<file path="src/rtl/hwcounter_reader_pkg.sv">
// Shared types and constants for the tear-free 64-bit hardware counter reader.
package hwcounter_reader_pkg;

    typedef enum logic [2:0] {
        ST_IDLE   = 3'd0,
        ST_AR_HI1 = 3'd1,
        ST_R_HI1  = 3'd2,
        ST_AR_LO  = 3'd3,
        ST_R_LO   = 3'd4,
        ST_AR_HI2 = 3'd5,
        ST_R_HI2  = 3'd6,
        ST_OUT    = 3'd7
    } state_t;

    // Byte offsets of the counter words inside the counter slave.
    localparam logic [31:0] LO_OFFSET = 32'h0000_0000;
    localparam logic [31:0] HI_OFFSET = 32'h0000_0004;

    localparam logic [1:0] AXI_RESP_OKAY = 2'b00;

    // Width of the retry counter; never narrower than one bit.
    function automatic int retry_cnt_w(input int max_retries);
        int w;
        w = $clog2(max_retries + 1);
        return (w < 1) ? 1 : w;
    endfunction

endpackage

</file>
<file path="src/rtl/hwcounter_reader.sv">
// AXI4-Lite read master returning one tear-free 64-bit timestamp per request,
// using a hi-lo-hi read sequence with a bounded number of lo/hi re-reads.
module hwcounter_reader
    import hwcounter_reader_pkg::*;
#(
    parameter int                            C_M_AXI_ADDR_WIDTH = 32,
    parameter int                            C_M_AXI_DATA_WIDTH = 32,
    parameter logic [C_M_AXI_ADDR_WIDTH-1:0] C_COUNTER_BASE     = '0,
    parameter int                            C_MAX_RETRIES      = 3
) (
    input  logic                            aclk,
    input  logic                            areset,
    input  logic                            req_valid,
    output logic                            req_ready,
    output logic                            ts_valid,
    input  logic                            ts_ready,
    output logic [2*C_M_AXI_DATA_WIDTH-1:0] ts_data,
    output logic                            ts_error,
    output logic [C_M_AXI_ADDR_WIDTH-1:0]   m_axi_araddr,
    output logic                            m_axi_arvalid,
    input  logic                            m_axi_arready,
    input  logic [C_M_AXI_DATA_WIDTH-1:0]   m_axi_rdata,
    input  logic [1:0]                      m_axi_rresp,
    input  logic                            m_axi_rvalid,
    output logic                            m_axi_rready
);

    localparam int DW      = C_M_AXI_DATA_WIDTH;
    localparam int AW      = C_M_AXI_ADDR_WIDTH;
    localparam int RETRY_W = retry_cnt_w(C_MAX_RETRIES);

    localparam logic [AW-1:0]      ADDR_LO   = C_COUNTER_BASE + AW'(LO_OFFSET);
    localparam logic [AW-1:0]      ADDR_HI   = C_COUNTER_BASE + AW'(HI_OFFSET);
    localparam logic [RETRY_W-1:0] MAX_RETRY = RETRY_W'(C_MAX_RETRIES);

    state_t               r_state;
    state_t               w_state_nxt;

    logic [DW-1:0]        r_hi1;
    logic [DW-1:0]        r_lo;
    logic [RETRY_W-1:0]   r_retry;

    logic                 r_req_ready;
    logic                 r_ts_valid;
    logic [2*DW-1:0]      r_ts_data;
    logic                 r_ts_error;
    logic [AW-1:0]        r_araddr;
    logic                 r_arvalid;
    logic                 r_rready;

    logic                 w_ts_load;
    logic [2*DW-1:0]      w_ts_data_nxt;
    logic                 w_ts_err_nxt;
    logic                 w_retry_inc;
    logic                 w_resp_err;
    logic                 w_next_is_ar_hi;
    logic                 w_next_is_r;

    assign req_ready     = r_req_ready;
    assign ts_valid      = r_ts_valid;
    assign ts_data       = r_ts_data;
    assign ts_error      = r_ts_error;
    assign m_axi_araddr  = r_araddr;
    assign m_axi_arvalid = r_arvalid;
    assign m_axi_rready  = r_rready;

    assign w_resp_err      = (m_axi_rresp != AXI_RESP_OKAY);
    assign w_next_is_ar_hi = (w_state_nxt == ST_AR_HI1) || (w_state_nxt == ST_AR_HI2);
    assign w_next_is_r     = (w_state_nxt == ST_R_HI1) || (w_state_nxt == ST_R_LO) ||
                             (w_state_nxt == ST_R_HI2);

    // State register; reset wins over any handshake in flight.
    always_ff @(posedge aclk) begin
        if (areset) begin
            r_state <= ST_IDLE;
        end else begin
            r_state <= w_state_nxt;
        end
    end

    // Next-state logic, timestamp load decision and retry bookkeeping.
    always_comb begin
        w_state_nxt   = r_state;
        w_ts_load     = 1'b0;
        w_ts_data_nxt = '0;
        w_ts_err_nxt  = 1'b0;
        w_retry_inc   = 1'b0;
        case (r_state)
            ST_IDLE: begin
                if (req_valid && r_req_ready) begin
                    w_state_nxt = ST_AR_HI1;
                end
            end
            ST_AR_HI1: if (m_axi_arready) w_state_nxt = ST_R_HI1;
            ST_AR_LO:  if (m_axi_arready) w_state_nxt = ST_R_LO;
            ST_AR_HI2: if (m_axi_arready) w_state_nxt = ST_R_HI2;
            ST_R_HI1, ST_R_LO: begin
                if (m_axi_rvalid) begin
                    if (w_resp_err) begin
                        w_state_nxt  = ST_OUT;
                        w_ts_load    = 1'b1;
                        w_ts_err_nxt = 1'b1;
                    end else begin
                        w_state_nxt = (r_state == ST_R_HI1) ? ST_AR_LO : ST_AR_HI2;
                    end
                end
            end
            ST_R_HI2: begin
                if (m_axi_rvalid) begin
                    if (w_resp_err) begin
                        w_state_nxt  = ST_OUT;
                        w_ts_load    = 1'b1;
                        w_ts_err_nxt = 1'b1;
                    end else if (r_hi1 == m_axi_rdata) begin
                        w_state_nxt   = ST_OUT;
                        w_ts_load     = 1'b1;
                        w_ts_data_nxt = {m_axi_rdata, r_lo};
                    end else if (r_retry < MAX_RETRY) begin
                        // High word moved between reads: re-read lo and hi again.
                        w_state_nxt = ST_AR_LO;
                        w_retry_inc = 1'b1;
                    end else begin
                        w_state_nxt   = ST_OUT;
                        w_ts_load     = 1'b1;
                        w_ts_data_nxt = {m_axi_rdata, r_lo};
                        w_ts_err_nxt  = 1'b1;
                    end
                end
            end
            ST_OUT: begin
                if (ts_ready) begin
                    w_state_nxt = ST_IDLE;
                end
            end
            default: w_state_nxt = ST_IDLE;
        endcase
    end

    // Registered outputs decoded from the next state, plus timestamp and retry counter.
    always_ff @(posedge aclk) begin
        if (areset) begin
            r_req_ready <= 1'b0;
            r_ts_valid  <= 1'b0;
            r_ts_data   <= '0;
            r_ts_error  <= 1'b0;
            r_araddr    <= '0;
            r_arvalid   <= 1'b0;
            r_rready    <= 1'b0;
            r_retry     <= '0;
        end else begin
            r_req_ready <= (w_state_nxt == ST_IDLE);
            r_ts_valid  <= (w_state_nxt == ST_OUT);
            r_arvalid   <= w_next_is_ar_hi || (w_state_nxt == ST_AR_LO);
            r_rready    <= w_next_is_r;
            if (w_next_is_ar_hi) begin
                r_araddr <= ADDR_HI;
            end else if (w_state_nxt == ST_AR_LO) begin
                r_araddr <= ADDR_LO;
            end
            if (w_ts_load) begin
                r_ts_data  <= w_ts_data_nxt;
                r_ts_error <= w_ts_err_nxt;
            end
            if (w_retry_inc) begin
                r_retry <= r_retry + 1'b1;
            end else if ((r_state == ST_OUT) && ts_ready) begin
                r_retry <= '0;
            end
        end
    end

    // Capture of the counter words; a retry promotes the latest hi read to hi1.
    always_ff @(posedge aclk) begin
        if (m_axi_rvalid && (r_state == ST_R_HI1)) begin
            r_hi1 <= m_axi_rdata;
        end else if (w_retry_inc) begin
            r_hi1 <= m_axi_rdata;
        end
        if (m_axi_rvalid && (r_state == ST_R_LO)) begin
            r_lo <= m_axi_rdata;
        end
    end

endmodule

</file>
<file path="config.mk">
export PLATFORM = sky130hd
export DESIGN_NAME = hwcounter_reader
export DESIGN_NICKNAME = d
export VERILOG_FILES = /design/src/rtl/hwcounter_reader_pkg.sv /design/src/rtl/hwcounter_reader.sv
export SDC_FILE = /design/constraint.sdc
export NUM_CORES = 1
export LEC_CHECK = 0
export ABC_CLOCK_PERIOD_IN_PS = 4100
export CORE_MARGIN = 2
export CORE_UTILIZATION = 43
export DETAILED_ROUTE_END_ITERATION = 8
export MAX_ROUTING_LAYER = met4
export PLACE_DENSITY = 0.85
export SLEW_MARGIN = 30
export SYNTH_ARGS = -nofsm -noshare
export SYNTH_HDL_FRONTEND = slang
export SYNTH_SLANG_ARGS = --single-unit
</file>
<file path="constraint.sdc">
create_clock -name aclk -period 4.1 [get_ports aclk]
set_input_delay 0.615 -clock aclk [delete_from_list [all_inputs] [get_ports aclk]]
set_output_delay 0.615 -clock aclk [all_outputs]
set_load 0.005 [all_outputs]
</file>
==> summary.txt, run 1 <==
Route
  • WL per Instance: 16.76 um
  • WL final: 10530 um
  • Drt drc: 0
  • DRT iter0 DRCs: 138
  • Via count: 3151
  • Via density: 5.018
  • Post-route ant nets: 0
  • Detailed Routing Iterations Pass 1: 4

Run
  • Max-Cap Viols: 0

Clock network
  • Clock root cell: clkbuf_16
  • CTS Buf Count: 17
  • Post-CTS sizing: 0
  • # Post-CTS Setup Buffers: 0
  • Worst skew pair latency: 0.40 ns
  • Reg clk slew, reported paths: 0.06 ns
  • Htree depth: 4
  • Max clock buf depth: 2
  • Clock sink total: 139
  • CTS tree: done
  • Hold_buf cts: 0

STA
  • Final period utilization: 0.7171
  • RSZ-0062 raised after global routing: false
  • Final WS setup: 1.160 ns
  • Slew at the pin with the worst max-slew slack: 0.8266 ns
  • Final slew viol count: 0
  • Skew final: 0.008089 ns
  • Final Setup Violations: 0
  • Slew margin rel.: 0.4477
  • Final hold violation count: 0
  • Fmax: 0.3401 GHz
  • Setup TNS: 0 ns
  • Final min period: 2.940 ns

Critical path
  • Critical Path, Cell by Cell: clkdlybuf4s50_1 > xor2_1 > nor4_1 > nand4_1 > o21ai_4 > a21oi_4 > buf_4 > a22o_1
  • Crit path max-delay family: simple AND/OR/NAND/NOR gates
  • Max FO, Critical Path: 31
  • Kind of critical path: in2reg
  • Buf/Inv on CP: 2
  • Worst path max stage delay: 0.52 ns
  • Worst setup EP type: flip-flop
  • WP data arrival: 3.23 ns
  • WP data required: 4.39 ns
  • Startpoint types: input port
  • Critical path's slowest cell: nor4_1

Yosys
  • EDFF count, synth: 64
  • Number of distinct library cells after synthesis: 38
  • Most used flip-flop cell after synthesis: dfxtp_1
  • Post-synthesis sequential area ratio: 0.6667
  • Synth Cell Area: 5135 sq um
  • Ys async rst share: 0
  • YS warnings: 0
  • Syn avg cell area: 14.42 sq um
  • Synth Instances: 356
  • Synth Register Bits: 139

Die
  • Die Y: 113.3 um
  • Ports: 141
  • Starting Density: 0.4459
  • FP Rows: 39
  • Die area: 12830 sq um
  • Die Wd: 113.3 um
  • Total core area: 11520 sq um

Power
  • PwrDens: 497.8 nW/um^2
  • Pleak: 2.522 nW
  • Peak supply drop: 0.2489 mV

Global route
  • Tot GR Track Use: 0.1712
  • Initial antenna violation count: 0
  • Vias in the first global route: 3088
  • GRT overflow: 0
  • Largest net degree at the start of global routing: 53
  • First-pass GRT wire length: 16440 um

Status
  • Run status: finished, final reports clean

Final layout
  • N_diodes: 0
  • Nets: 513
  • Most frequent cells in the layout: clkdlybuf4s50_1, dfxtp_1, edfxtp_1
  • Synthesis-to-layout area growth: 33.26%
  • Share of cells above drive strength 1: 0.1031
  • Commonest non-fill, non-tap cell in the layout: clkdlybuf4s50_1

Place
  • Port Buffers: 109
  • Pre-CTS WS: 0.7131 ns
  • Routability congestion estimate: 0.7961
  • Post-detail-place hpwl: 7246 um

Hold path
  • Hold WC Path Type: reg2reg
-- sequential cells by signal, indices dropped and copies added, names as in the netlist --
signal         cells
r_state            3
m_axi_arvalid      1
req_ready          1
r_hi1             32
ts_data           64
r_retry            2
m_axi_rready       1
m_axi_araddr       1
r_lo              32
ts_error           1
ts_valid           1
-- final cells by class --
cell class	instances	area, sq um
clock buffers	22	528.0
clock inverters	10	95.09
fillers	905	4673
inverters	4	15.01
multi-input cells	196	1441
flip-flops and latches	139	3423
well taps	143	178.9
repair buffers	114	1161
-- metrics by stage --
step | total power, mW | util | cell area [sq um] | cells | hold WS [ns]
2_1_floorplan | 1.770 | - | 5248 | 386 | 0.4355
3_3_place_gp | 1.869 | 0.5377 | 6192 | 595 | 0.4375
5_1_grt | 3.531 | 0.5942 | 6843 | 628 | 0.4669
4_1_cts | 3.433 | 0.5918 | 6815 | 627 | 0.4544
3_5_place_dp | 1.882 | 0.5377 | 6192 | 595 | 0.4420
6_report | 3.406 | 0.5942 | 6843 | 628 | 0.4570
-- path summary, 6_finish.rpt --
check,start,end,slack [ns],cells after the start
max,m_axi_rdata[25],ts_data[13]$_SDFFE_PP0P_,1.16,8
min,r_lo[5]$_DFFE_PP_,ts_data[5]$_SDFFE_PP0P_,0.46,1
max reg2reg,r_hi1[25]$_DFFE_PP_,ts_data[13]$_SDFFE_PP0P_,1.49,7
min reg2reg,r_lo[5]$_DFFE_PP_,ts_data[5]$_SDFFE_PP0P_,0.46,1
-- per-layer routing --
layer | wire length, um | vias to the layer above | global-route usage | part of all wire
met5 | 0 | - | - | 0
met4 | 88 | 0 | 0.04878 | 0.0084
met3 | 635 | 8 | 0.05249 | 0.060
met2 | 5005 | 121 | 0.2691 | 0.48
met1 | 4799 | 1520 | 0.2154 | 0.46
li1 | - | 1502 | - | -
-- power by group --
| group | internal [mW] | switching [mW] |
|---|---|---|
| registers | 1.52 | 0.0372 |
| logic | 0.128 | 0.165 |
| clock network | 0.982 | 0.569 |
-- cells in the mapped netlist, drive strengths merged (4+ instances only) --
master  instances  area (sq um)
xor2           32         280.3
inv             4         15.01
nor4            9         56.30
mux2i           4         40.04
nand2           7         26.28
a22o           64         565.5
buf            46         385.4
dfxtp          75          1501
nand2b          5         31.28
edfxtp         64          1922
nor2            8         30.03
a21oi           4         31.28
o21ai           4         31.28
-- cells by family after synthesis --
logic type / after synthesis / synth area share
other cells: 1 / 0.0007303
mux: 5 / 0.009990
fa+ha+maj: 1 / 0.002436
compound gates: 83 / 0.1391
xor+xnor: 33 / 0.05629
simple gates: 43 / 0.04605
buf+inv: 51 / 0.07870
flops: 139 / 0.6667
Note: power is estimated with default switching activity, not from simulation.
==> inputs of run 2 (changes only) <==
Settings changed: ABC_CLOCK_PERIOD_IN_PS 4100 to 2830, CORE_UTILIZATION 43 to 48, PLACE_DENSITY 0.85 to 0.89.
Clock period 4.1 ns to 2.83 ns, I/O delays scaled along.
==> summary.txt, run 2 (same netlist as run 1, synthesis figures left out) <==
STA
  • Skew final: 0.005829 ns (-0.002260 ns)
  • Final Setup Violations: 0 (unchanged)
  • Final slew viol count: 0 (unchanged)
  • Slew margin rel.: 0.5217 (+0.07404)
  • Setup TNS: 0 ns (unchanged)
  • Final hold violation count: 0 (unchanged)
  • Final period utilization: 0.8118
  • RSZ-0062 raised after global routing: false
  • Slew at the pin with the worst max-slew slack: 0.7131 ns (-0.1135 ns)
  • Final WS setup: 0.5327 ns (-0.6273 ns)
  • Final min period: 2.297 ns
  • Fmax: 0.4353 GHz

Route
  • Met3 wire length: 834 um (+31%)
  • DRT iter0 DRCs: 266 (+93%)
  • Via density: 5.283 (+5.3%)
  • Detailed Routing Iterations Pass 1: 4 (unchanged)
  • Drt drc: 0 (unchanged)
  • Via count: 3307 (+5.0%)
  • M1 WL: 4703 um (-2.0%)
  • Post-route ant nets: 0 (unchanged)
  • WL final: 11510 um (+9.3%)
  • Top sig layer: met4
  • WL per Instance: 18.39 um (+9.7%)
  • Met2 wire len: 5757 um (+15%)

Critical path
  • Critical Path, Cell by Cell: clkdlybuf4s50_1 > xor2_1 > nor4_1 > nand4_1 > nor2_1 > o21a_2 > buf_12 > a22o_1
  • Max FO, Critical Path: 39 (+26%)
  • Critical path's slowest cell: clkdlybuf4s50_1
  • WP data required: 3.28 ns (-1.11 ns)
  • Buf/Inv on CP: 2 (unchanged)
  • Worst setup EP type: flip-flop
  • Critical path depth: 8 (unchanged)
  • Worst path max stage delay: 0.50 ns (-0.02 ns)
  • Kind of critical path: in2reg
  • Startpoint types: input port
  • Crit path max-delay family: simple AND/OR/NAND/NOR gates
  • WP data arrival: 2.75 ns (-0.48 ns)
  • FF-to-FF path depth: 7 (unchanged)

Die
  • Starting Density: 0.4952 (+0.04928)
  • Die Wd: 107.4 um (-5.2%)
  • Ports: 141 (unchanged)
  • FP Rows: 37 (-5.1%)
  • Die area: 11540 sq um (-10%)
  • Die Y: 107.4 um (-5.2%)
  • Total core area: 10370 sq um (-10%)

Final layout
  • Commonest non-fill, non-tap cell in the layout: clkdlybuf4s50_1
  • Register area: 3423 sq um (unchanged)
  • Fin util: 0.6618 (+0.06760)
  • Most frequent cells in the layout: clkdlybuf4s50_1, dfxtp_1, edfxtp_1
  • Synthesis-to-layout area growth: 33.65%
  • Fillers: 713 (-21%)
  • Layout Cells excl Fill: 626 (-0.32%)
  • N_diodes: 0 (unchanged)
  • Nets: 518 (+0.97%)
  • Max reg flops: 64 (unchanged)
  • Share of cells above drive strength 1: 0.1082 (+0.005070)
  • Area of the multi-input gates: 1441 sq um (unchanged)

Global route
  • Largest net degree at the start of global routing: 48 (-9.4%)
  • GRT overflow: 0 (unchanged)
  • Initial antenna violation count: 0 (unchanged)
  • Vias in the first global route: 3257 (+5.5%)
  • Tot GR Track Use: 0.2102 (+0.03901)
  • First-pass GRT wire length: 17590 um (+7.0%)

Power
  • Pleak: 2.543 nW (+0.82%)
  • Peak supply drop: 0.5692 mV (+130%)
  • PwrDens: 705.0 nW/um^2 (+42%)
  • Total power draw: 4.838 mW (+42%)

Clock network
  • # Post-CTS Setup Buffers: 0 (unchanged)
  • Max clock buf depth: 2 (unchanged)
  • Reg clk slew, reported paths: 0.06 ns (about the same)
  • Post-CTS sizing: 0 (unchanged)
  • Clock sink total: 139 (unchanged)
  • Worst skew pair latency: 0.52 ns (+0.12 ns)
  • CTS tree: done
  • Clock root cell: clkbuf_8
  • Hold_buf cts: 0 (unchanged)
  • Htree depth: 4 (unchanged)
  • CTS Buf Count: 17 (unchanged)

Hold path
  • Hold Path Depth: 1 (unchanged)
  • Hold WC Path Type: reg2reg

Place
  • Port Buffers: 109 (unchanged)
  • Placed Cells: 594 (-0.17%)
  • Routability congestion estimate: 0.7852 (-1.4%)
  • Post-detail-place hpwl: 7601 um (+4.9%)
  • Pre-CTS WS: 0.1393 ns (-0.5738 ns)

Run
  • Max-Cap Viols: 0 (unchanged)

Status
  • Run status: finished, final reports clean
-- run 2: worst reg2reg max path, delay by kind of cell (launching register included) --
family                 cells  cell delay [ns]
XOR/XNOR                   1             0.20
flip-flops                 1             0.40
buffers and inverters      1             0.22
AO/OA/AOI/OAI              2             0.44
AND/OR/NAND/NOR            3             0.95
-- run 2: final timing paths --
check | start | end | slack (ns)
worst min-delay path | r_lo[18]$_DFFE_PP_ | ts_data[18]$_SDFFE_PP0P_ | 0.45
worst max register to register | r_hi1[0]$_DFFE_PP_ | ts_data[56]$_SDFFE_PP0P_ | 0.55
worst min register to register | r_lo[18]$_DFFE_PP_ | ts_data[18]$_SDFFE_PP0P_ | 0.45
worst max-delay path | m_axi_rdata[0] | ts_data[56]$_SDFFE_PP0P_ | 0.53
-- run 2: per-layer routing --
metal / vias up / track usage
li1: 1515 / -
met1: 1606 / 0.2523
met2: 166 / 0.3409
met3: 20 / 0.05508
met4: 0 / 0.08333
met5: - / -
-- run 2: area by class of cell --
type,instances,area share
flip-flops and latches,139,0.4988
multi-input cells,196,0.2100
repair buffers,119,0.1790
clock buffers,25,0.07840
well taps,136,0.02479
clock inverters,7,0.006746
inverters,4,0.002188
-- run 2: where the power goes --
group	total, mW	switching, mW	internal (mW)
registers	2.26	0.0553	2.21
clock network	2.12	0.813	1.31
logic	0.453	0.252	0.201
total	4.84	1.12	3.72
-- run 2: per-stage QoR --
| step | area [sq um] | hold WS [ns] |
|---|---|---|
| 6_report | 6863 | 0.4528 |
| 5_1_grt | 6863 | 0.4721 |
| 4_1_cts | 6863 | 0.4533 |
| 3_5_place_dp | 6279 | 0.4399 |
| 3_3_place_gp | 6279 | 0.4376 |
| 2_1_floorplan | 5253 | 0.4355 |
